<file path="config.mk">
export PLATFORM = sky130hd
export DESIGN_NAME = mips_debug_ctrl
export DESIGN_NICKNAME = d
export VERILOG_FILES = /design/src/rtl/mips_dbg_pkg.sv /design/src/rtl/dbg_tx_serializer.sv /design/src/rtl/mips_debug_ctrl.sv
export SDC_FILE = /design/constraint.sdc
export NUM_CORES = 1
export LEC_CHECK = 0
export ABC_AREA = 1
export CAP_MARGIN = 20
export CORE_MARGIN = 1.5
export CORE_UTILIZATION = 55
export DETAILED_ROUTE_END_ITERATION = 8
export GPL_TIMING_DRIVEN = 0
export PLACE_DENSITY = 0.83
export SETUP_SLACK_MARGIN = 0.02
export SLEW_MARGIN = 20
export SYNTH_ARGS = -nofsm -noshare
export SYNTH_HDL_FRONTEND = slang
export SYNTH_SLANG_ARGS = --single-unit
export TNS_END_PERCENT = 100
</file>
<file path="constraint.sdc">
create_clock -name clk -period 4.7 [get_ports clk]
set_input_delay 0.47 -clock clk [delete_from_list [all_inputs] [get_ports clk]]
set_output_delay 0.47 -clock clk [all_outputs]
set_load 0.01 [all_outputs]
</file>
<file path="src/rtl/mips_dbg_pkg.sv">
// Shared types and constants for the MIPS debug run controller.
// The command bytes here are defaults; the top module can override them with parameters.
package mips_dbg_pkg;

  typedef enum logic [3:0] {
    IDLE,
    CPU_RST,
    LOAD_CNT,
    LOAD_DATA,
    LOAD_WR,
    RUN,
    STEP,
    DUMP,
    ACK
  } dbg_state_e;

  localparam logic [7:0] DEF_CMD_LOAD = 8'h4C;
  localparam logic [7:0] DEF_CMD_CONT = 8'h43;
  localparam logic [7:0] DEF_CMD_STEP = 8'h53;
  localparam logic [7:0] DEF_CMD_RST  = 8'h52;

  localparam logic [7:0] STAT_HALT  = 8'h00;
  localparam logic [7:0] STAT_STEP  = 8'h01;
  localparam logic [7:0] STAT_LIMIT = 8'h02;
  localparam logic [7:0] ACK_BYTE   = 8'h06;

  localparam int DUMP_BYTES = 133;

  // Byte sel of a word, sel 0 being the most significant byte.
  function automatic logic [7:0] word_byte(input logic [31:0] w, input logic [1:0] sel);
    logic [7:0] b;
    case (sel)
      2'd0:    b = w[31:24];
      2'd1:    b = w[23:16];
      2'd2:    b = w[15:8];
      default: b = w[7:0];
    endcase
    return b;
  endfunction

endpackage

</file>
<file path="src/rtl/dbg_tx_serializer.sv">
// Streams either the single ack byte or the 133-byte status/PC/register dump to the host.
// The byte index only moves on a transfer, so the output byte stays stable while the sink stalls.
module dbg_tx_serializer
  import mips_dbg_pkg::*;
(
  input  logic        clk,
  input  logic        rst,
  input  logic        start_i,
  input  logic        ack_i,
  input  logic [7:0]  status_i,
  input  logic [31:0] pc_i,
  input  logic [31:0] reg_data_i,
  input  logic        tx_ready_i,
  output logic [7:0]  tx_data_o,
  output logic        tx_valid_o,
  output logic [4:0]  reg_addr_o,
  output logic        done_o
);

  localparam logic [7:0] LastIdx = 8'(DUMP_BYTES - 1);

  logic        active_q, active_d;
  logic        ack_q, ack_d;
  logic [7:0]  idx_q, idx_d;
  logic [7:0]  status_q, status_d;
  logic [31:0] pc_q, pc_d;

  logic [6:0]  regOff;
  logic [1:0]  pcSel;
  logic        lastByte;
  logic        xfer;

  always_comb begin
    // Index 5 onwards maps to r0 byte 0; the 7-bit wrap keeps index 132 at offset 127.
    regOff   = idx_q[6:0] - 7'd5;
    pcSel    = idx_q[1:0] - 2'd1;
    xfer     = active_q & tx_ready_i;
    lastByte = ack_q | (idx_q == LastIdx);

    tx_valid_o = active_q;
    tx_data_o  = 8'h00;
    reg_addr_o = 5'd0;
    if (active_q) begin
      if (ack_q) begin
        tx_data_o = ACK_BYTE;
      end else if (idx_q == 8'd0) begin
        tx_data_o = status_q;
      end else if (idx_q < 8'd5) begin
        tx_data_o = word_byte(pc_q, pcSel);
      end else begin
        reg_addr_o = regOff[6:2];
        tx_data_o  = word_byte(reg_data_i, regOff[1:0]);
      end
    end
    done_o = xfer & lastByte;
  end

  always_comb begin
    active_d = active_q;
    ack_d    = ack_q;
    idx_d    = idx_q;
    status_d = status_q;
    pc_d     = pc_q;
    if (start_i) begin
      active_d = 1'b1;
      ack_d    = ack_i;
      idx_d    = 8'd0;
      status_d = status_i;
    end else if (active_q) begin
      // PC is captured during the status byte, once the CPU is frozen.
      if (!ack_q && idx_q == 8'd0) pc_d = pc_i;
      if (xfer) begin
        idx_d = idx_q + 8'd1;
        if (lastByte) active_d = 1'b0;
      end
    end
  end

  always_ff @(posedge clk) begin
    if (rst) begin
      active_q <= 1'b0;
      ack_q    <= 1'b0;
      idx_q    <= 8'd0;
      status_q <= 8'h00;
      pc_q     <= 32'h0;
    end else begin
      active_q <= active_d;
      ack_q    <= ack_d;
      idx_q    <= idx_d;
      status_q <= status_d;
      pc_q     <= pc_d;
    end
  end

endmodule

</file>
<file path="src/rtl/mips_debug_ctrl.sv">
// Host byte-stream run controller for the MIPS pipeline: loads instruction memory,
// runs or single-steps the CPU via a clock enable, then dumps status, PC and registers.
module mips_debug_ctrl
  import mips_dbg_pkg::*;
#(
  parameter int         IMEM_AW    = 8,
  parameter int         MAX_CYCLES = 1024,
  parameter logic [7:0] CMD_LOAD   = DEF_CMD_LOAD,
  parameter logic [7:0] CMD_CONT   = DEF_CMD_CONT,
  parameter logic [7:0] CMD_STEP   = DEF_CMD_STEP,
  parameter logic [7:0] CMD_RST    = DEF_CMD_RST
) (
  input  logic               clk,
  input  logic               rst,
  input  logic [7:0]         i_rx_data,
  input  logic               i_rx_valid,
  output logic [7:0]         o_tx_data,
  output logic               o_tx_valid,
  input  logic               i_tx_ready,
  output logic               o_imem_wr_en,
  output logic [IMEM_AW-1:0] o_imem_addr,
  output logic [31:0]        o_imem_data,
  output logic               o_cpu_en,
  output logic               o_cpu_rst,
  input  logic               i_cpu_halt,
  input  logic [31:0]        i_pc,
  output logic [4:0]         o_reg_addr,
  input  logic [31:0]        i_reg_data,
  output logic               o_busy
);

  localparam int             CW       = $clog2(MAX_CYCLES + 1);
  localparam logic [CW-1:0]  CycLimit = CW'(MAX_CYCLES);

  dbg_state_e          state_q, state_d;
  logic [7:0]          wordCnt_q, wordCnt_d;
  logic [1:0]          byteCnt_q, byteCnt_d;
  logic [IMEM_AW-1:0]  addr_q, addr_d;
  logic [31:0]         word_q, word_d;
  logic [CW-1:0]       cyc_q, cyc_d;

  logic                serStart;
  logic                serAck;
  logic [7:0]          serStatus;
  logic                serDone;

  always_comb begin
    state_d      = state_q;
    wordCnt_d    = wordCnt_q;
    byteCnt_d    = byteCnt_q;
    addr_d       = addr_q;
    word_d       = word_q;
    cyc_d        = cyc_q;
    o_imem_wr_en = 1'b0;
    o_cpu_en     = 1'b0;
    o_cpu_rst    = 1'b0;
    serStart     = 1'b0;
    serAck       = 1'b0;
    serStatus    = STAT_HALT;

    case (state_q)
      IDLE: begin
        if (i_rx_valid) begin
          if (i_rx_data == CMD_RST) begin
            state_d = CPU_RST;
          end else if (i_rx_data == CMD_LOAD) begin
            state_d = LOAD_CNT;
          end else if (i_rx_data == CMD_CONT) begin
            cyc_d   = '0;
            state_d = RUN;
          end else if (i_rx_data == CMD_STEP) begin
            state_d = STEP;
          end
        end
      end
      CPU_RST: begin
        o_cpu_rst = 1'b1;
        state_d   = IDLE;
      end
      LOAD_CNT: begin
        if (i_rx_valid) begin
          if (i_rx_data == 8'd0) begin
            serStart = 1'b1;
            serAck   = 1'b1;
            state_d  = ACK;
          end else begin
            wordCnt_d = i_rx_data;
            byteCnt_d = 2'd0;
            addr_d    = '0;
            state_d   = LOAD_DATA;
          end
        end
      end
      LOAD_DATA: begin
        if (i_rx_valid) begin
          word_d    = {word_q[23:0], i_rx_data};
          byteCnt_d = byteCnt_q + 2'd1;
          if (byteCnt_q == 2'd3) state_d = LOAD_WR;
        end
      end
      LOAD_WR: begin
        o_imem_wr_en = 1'b1;
        addr_d       = addr_q + 1'b1;
        wordCnt_d    = wordCnt_q - 8'd1;
        if (wordCnt_q == 8'd1) begin
          serStart = 1'b1;
          serAck   = 1'b1;
          state_d  = ACK;
        end else begin
          state_d = LOAD_DATA;
        end
      end
      RUN: begin
        // Halt gates the enable combinationally so no extra cycle slips through.
        if (i_cpu_halt) begin
          serStart  = 1'b1;
          serStatus = STAT_HALT;
          state_d   = DUMP;
        end else if (cyc_q >= CycLimit) begin
          serStart  = 1'b1;
          serStatus = STAT_LIMIT;
          state_d   = DUMP;
        end else begin
          o_cpu_en = 1'b1;
          cyc_d    = cyc_q + 1'b1;
        end
      end
      STEP: begin
        serStart = 1'b1;
        state_d  = DUMP;
        if (!i_cpu_halt) begin
          o_cpu_en  = 1'b1;
          serStatus = STAT_STEP;
        end
      end
      DUMP, ACK: begin
        if (serDone) state_d = IDLE;
      end
      default: state_d = IDLE;
    endcase
  end

  always_ff @(posedge clk) begin
    if (rst) begin
      state_q   <= IDLE;
      wordCnt_q <= 8'd0;
      byteCnt_q <= 2'd0;
      addr_q    <= '0;
      word_q    <= 32'h0;
      cyc_q     <= '0;
    end else begin
      state_q   <= state_d;
      wordCnt_q <= wordCnt_d;
      byteCnt_q <= byteCnt_d;
      addr_q    <= addr_d;
      word_q    <= word_d;
      cyc_q     <= cyc_d;
    end
  end

  assign o_imem_addr = addr_q;
  assign o_imem_data = word_q;
  assign o_busy      = (state_q != IDLE);

  dbg_tx_serializer u_ser (
    .clk        (clk),
    .rst        (rst),
    .start_i    (serStart),
    .ack_i      (serAck),
    .status_i   (serStatus),
    .pc_i       (i_pc),
    .reg_data_i (i_reg_data),
    .tx_ready_i (i_tx_ready),
    .tx_data_o  (o_tx_data),
    .tx_valid_o (o_tx_valid),
    .reg_addr_o (o_reg_addr),
    .done_o     (serDone)
  );

endmodule

</file>
==> flow_summary.yaml <==
status:
  run_status: "complete, no violations"
hold_path:
  min_from: "i_rx_valid"
  worstHoldPathType: "in2reg"
detailed_routing:
  wl_mm: 15.8
  routed_via_density: 5.28
  dr.pass1.iters: 5
  first_iter_violations: 406
  final_antenna_net_count: 0
  drc: 0
  vias: 6193
  wl_per_cell_um: 13.5
clock_network:
  cts_buffers: 9
  clk_latency_ns: 0.39
  cts_tree: "built"
  ctsRootBufferMaster: "clkbuf_8"
  cts_sinks: 109
  cts_resized: 0
  clockBufferDepth: 2
  ctsHoldBuffers: 0
  post-cts-setup-buffer-count: 0
  h-tree-depth: 3
  clk_pin_slew_ns: 0.11
floorplan:
  die_y_um: 106
  design.core.area_um2: 10300
  ios: 135
  die_x_um: 106
  initial_core_util_pct: 56.6
  die_area_um2: 11300
  rows: 37
grt:
  grt.overflow.total: 0
  grt_pass1_vias: 5493
  grt_max_degree: 19
  grt_usage_pct: 28.1
  grt_pass1_wl_mm: 25.6
  antenna_found_initial: 0
worst_setup_path:
  cp.arrival_ns: 2.97
  required_ns: 4.23
  critPathLaunchType: "flop"
  critPathKind: "reg2out"
  cp_common_cell: "nand2_1"
  critPathLaunch: "u_ser.idx_q[0]"
  worstPathCellList: "inv_1 -> ha_1 -> buf_4 -> inv_4 -> nand2_1 -> nand2_1 -> nor2_1 -> inv_2 -> buf_2 -> nand2_1 -> a21oi_1 -> a211oi_1 -> clkdlybuf4s50_1"
  crit_path_top_delay_cell: "clkdlybuf4s50_1"
  cp_max_fo: 10
  crit_path_max_incr_delay_ns: 0.58
  reg2reg_from: "u_ser.idx_q[0]"
  rrSetupSlack_ns: 2.62
  endpoint_kind: "output pin"
power:
  swShare_pct: 38.1
  worst_ir_drop_vdd_uv: 224
  power.density_nw_per_um2: 342
  power.static_leakage_nw: 2.94
  comb_power_share_pct: 35.7
  intPower_mw: 1.59
  p_sw_uw: 980
  pwr-share-seq_pct: 43.0
  clockPowerShare_pct: 21.3
sta:
  holdWs_ns: 0.446
  slew-limit-headroom_pct: 54.9
  finalSetupViolCount: 0
  rsz0062_at_grt: "no"
  tns_ns: 0
  hold_viol_final: 0
  worstMarginPinSlew_ns: 0.676
  fin_crit_ns: 3.44
  skew_ns: 0.0124
  period_share_pct: 73.3
  fmax_mhz: 290
  timing.final.ws_setup_ns: 1.26
  finalMaxSlewViolations: 0
placement:
  dpl.hpwl_mm: 12.1
  dp_cells: 1158
  placed_area_um2: 7340
  gp_congestion: 0.904
  port_buffers: 133
  post-place-ws_ns: 1.65
finish:
  fin_cells: 1174
  nets: 1122
  layout_commonest_cell: "nand2_1"
  area_delta_synth_final_pct: 28.9
  drive_above_1_share_pct: 5.97
  final_cell_mix: "nand2_1, nor2_1, clkdlybuf4s50_1, dfxtp_1, nand3_1"
  stdcell_area_um2: 7530
  fillers: 899
  seq_area_um2: 2180
  diodes: 0
  multi_input_area_um2: 3200
logic_synthesis:
  ys_seq_elements: 109
  ys_types: 33
  avgSynthCellArea_um2: 6.57
  synth_cells: 889
  yosysSeqAreaShare_pct: 37.3
  syn-cell-area_um2: 5840
  ys.warnings.count: 0
  synthesis.nets: 978
flow_run:
  drv_cap: 0
[power groups by stage]
| stage | clock network (mW) | registers, mW | logic [mW] |
|---|---|---|---|
| after floorplan | 0 | 1.11 | 0.629 |
| after global placement | 0 | 1.12 | 0.884 |
| after detailed placement | 0 | 1.12 | 0.902 |
| after CTS | 0.557 | 1.10 | 0.909 |
| after global routing | 0.587 | 1.12 | 1.03 |
| final | 0.548 | 1.11 | 0.919 |
[synth_stat cells (all sizes together)]
master  number  share of area (%)
xor2        17                2.5
nand3       87                7.7
nor2       149                 10
buf         20                2.2
nand2      226                 15
nand3b       2               0.26
xnor2        1               0.15
nor3b        4               0.51
o211ai       6               0.77
dfxtp      109                 37
inv         65                4.2
nand4       12                1.5
clkbuf      22                1.5
and2         1               0.11
o21a         2               0.26
a21oi       75                6.4
o21ai       50                4.3
a211oi       9                1.2
or2          2               0.21
ha          12                2.6
nor3        17                1.5
nor2b        1               0.11
[metrics by stage]
step | utilization [%] | total power, mW
after floorplan | - | 1.74
after global placement | 71.1 | 2.00
after detailed placement | 71.1 | 2.02
after CTS | 72.9 | 2.57
after global routing | 72.9 | 2.73
final | 72.9 | 2.57
[kinds of logic (layout without fill, tap and decap cells)]
kind of cell | count (synthesis) | in the layout | share of synthesized area (%)
flip-flops | 109 | 109 | 37.3
AND/OR/NAND/NOR | 501 | 501 | 36.6
buffers and inverters | 107 | 256 | 7.90
XOR/XNOR | 18 | 18 | 2.70
AO/OA/AOI/OAI | 142 | 142 | 12.9
adder cells (fa/ha/maj) | 12 | 12 | 2.57
[registers in the layout (all words and copies together), names as in the netlist]
name and cells:
u_ser.idx_q 8, state_q 4, wordCnt_q 8, u_ser.ack_q 1, u_ser.status_q 2, cyc_q 11, byteCnt_q 2, u_ser.pc_q 32
o_imem_data 32, u_ser.tx_valid_o 1, o_imem_addr 8
[metal layers]
layer | up-vias | GRT usage (%) | part of all wire (%)
li1 | 3181 | - | -
met1 | 2813 | 37.1 | 46
met2 | 184 | 47.9 | 48
met3 | 15 | 4.60 | 5.8
met4 | 0 | 6.76 | 1.1
met5 | - | 0 | 0
[worst max-delay path: cells and delay by family (launching register included)]
family,cells,cell delay [ns]
compound gates,2,0.25
fa+ha+maj,1,0.17
flops,1,0.38
simple gates,4,0.54
buf+inv,6,1.27
[worst paths after layout]
path	end	cells past startpoint
worst max register to register	u_ser.pc_q[25]	8
worst min register to register	o_imem_data[24]	2
worst min-delay path	o_imem_data[0]	3
worst max-delay path	o_tx_data[6]	13
[final cells by class]
class	count	area share [%]
buffer	42	2.86
clock buffer	11	1.88
clock inverter	5	0.582
inverter	65	3.27
multi-input combinational	673	42.5
sequential	109	29.0
tap	136	2.26
timing repair buffer	133	17.7
No activity file was read; power rests on OpenSTA's default activity.
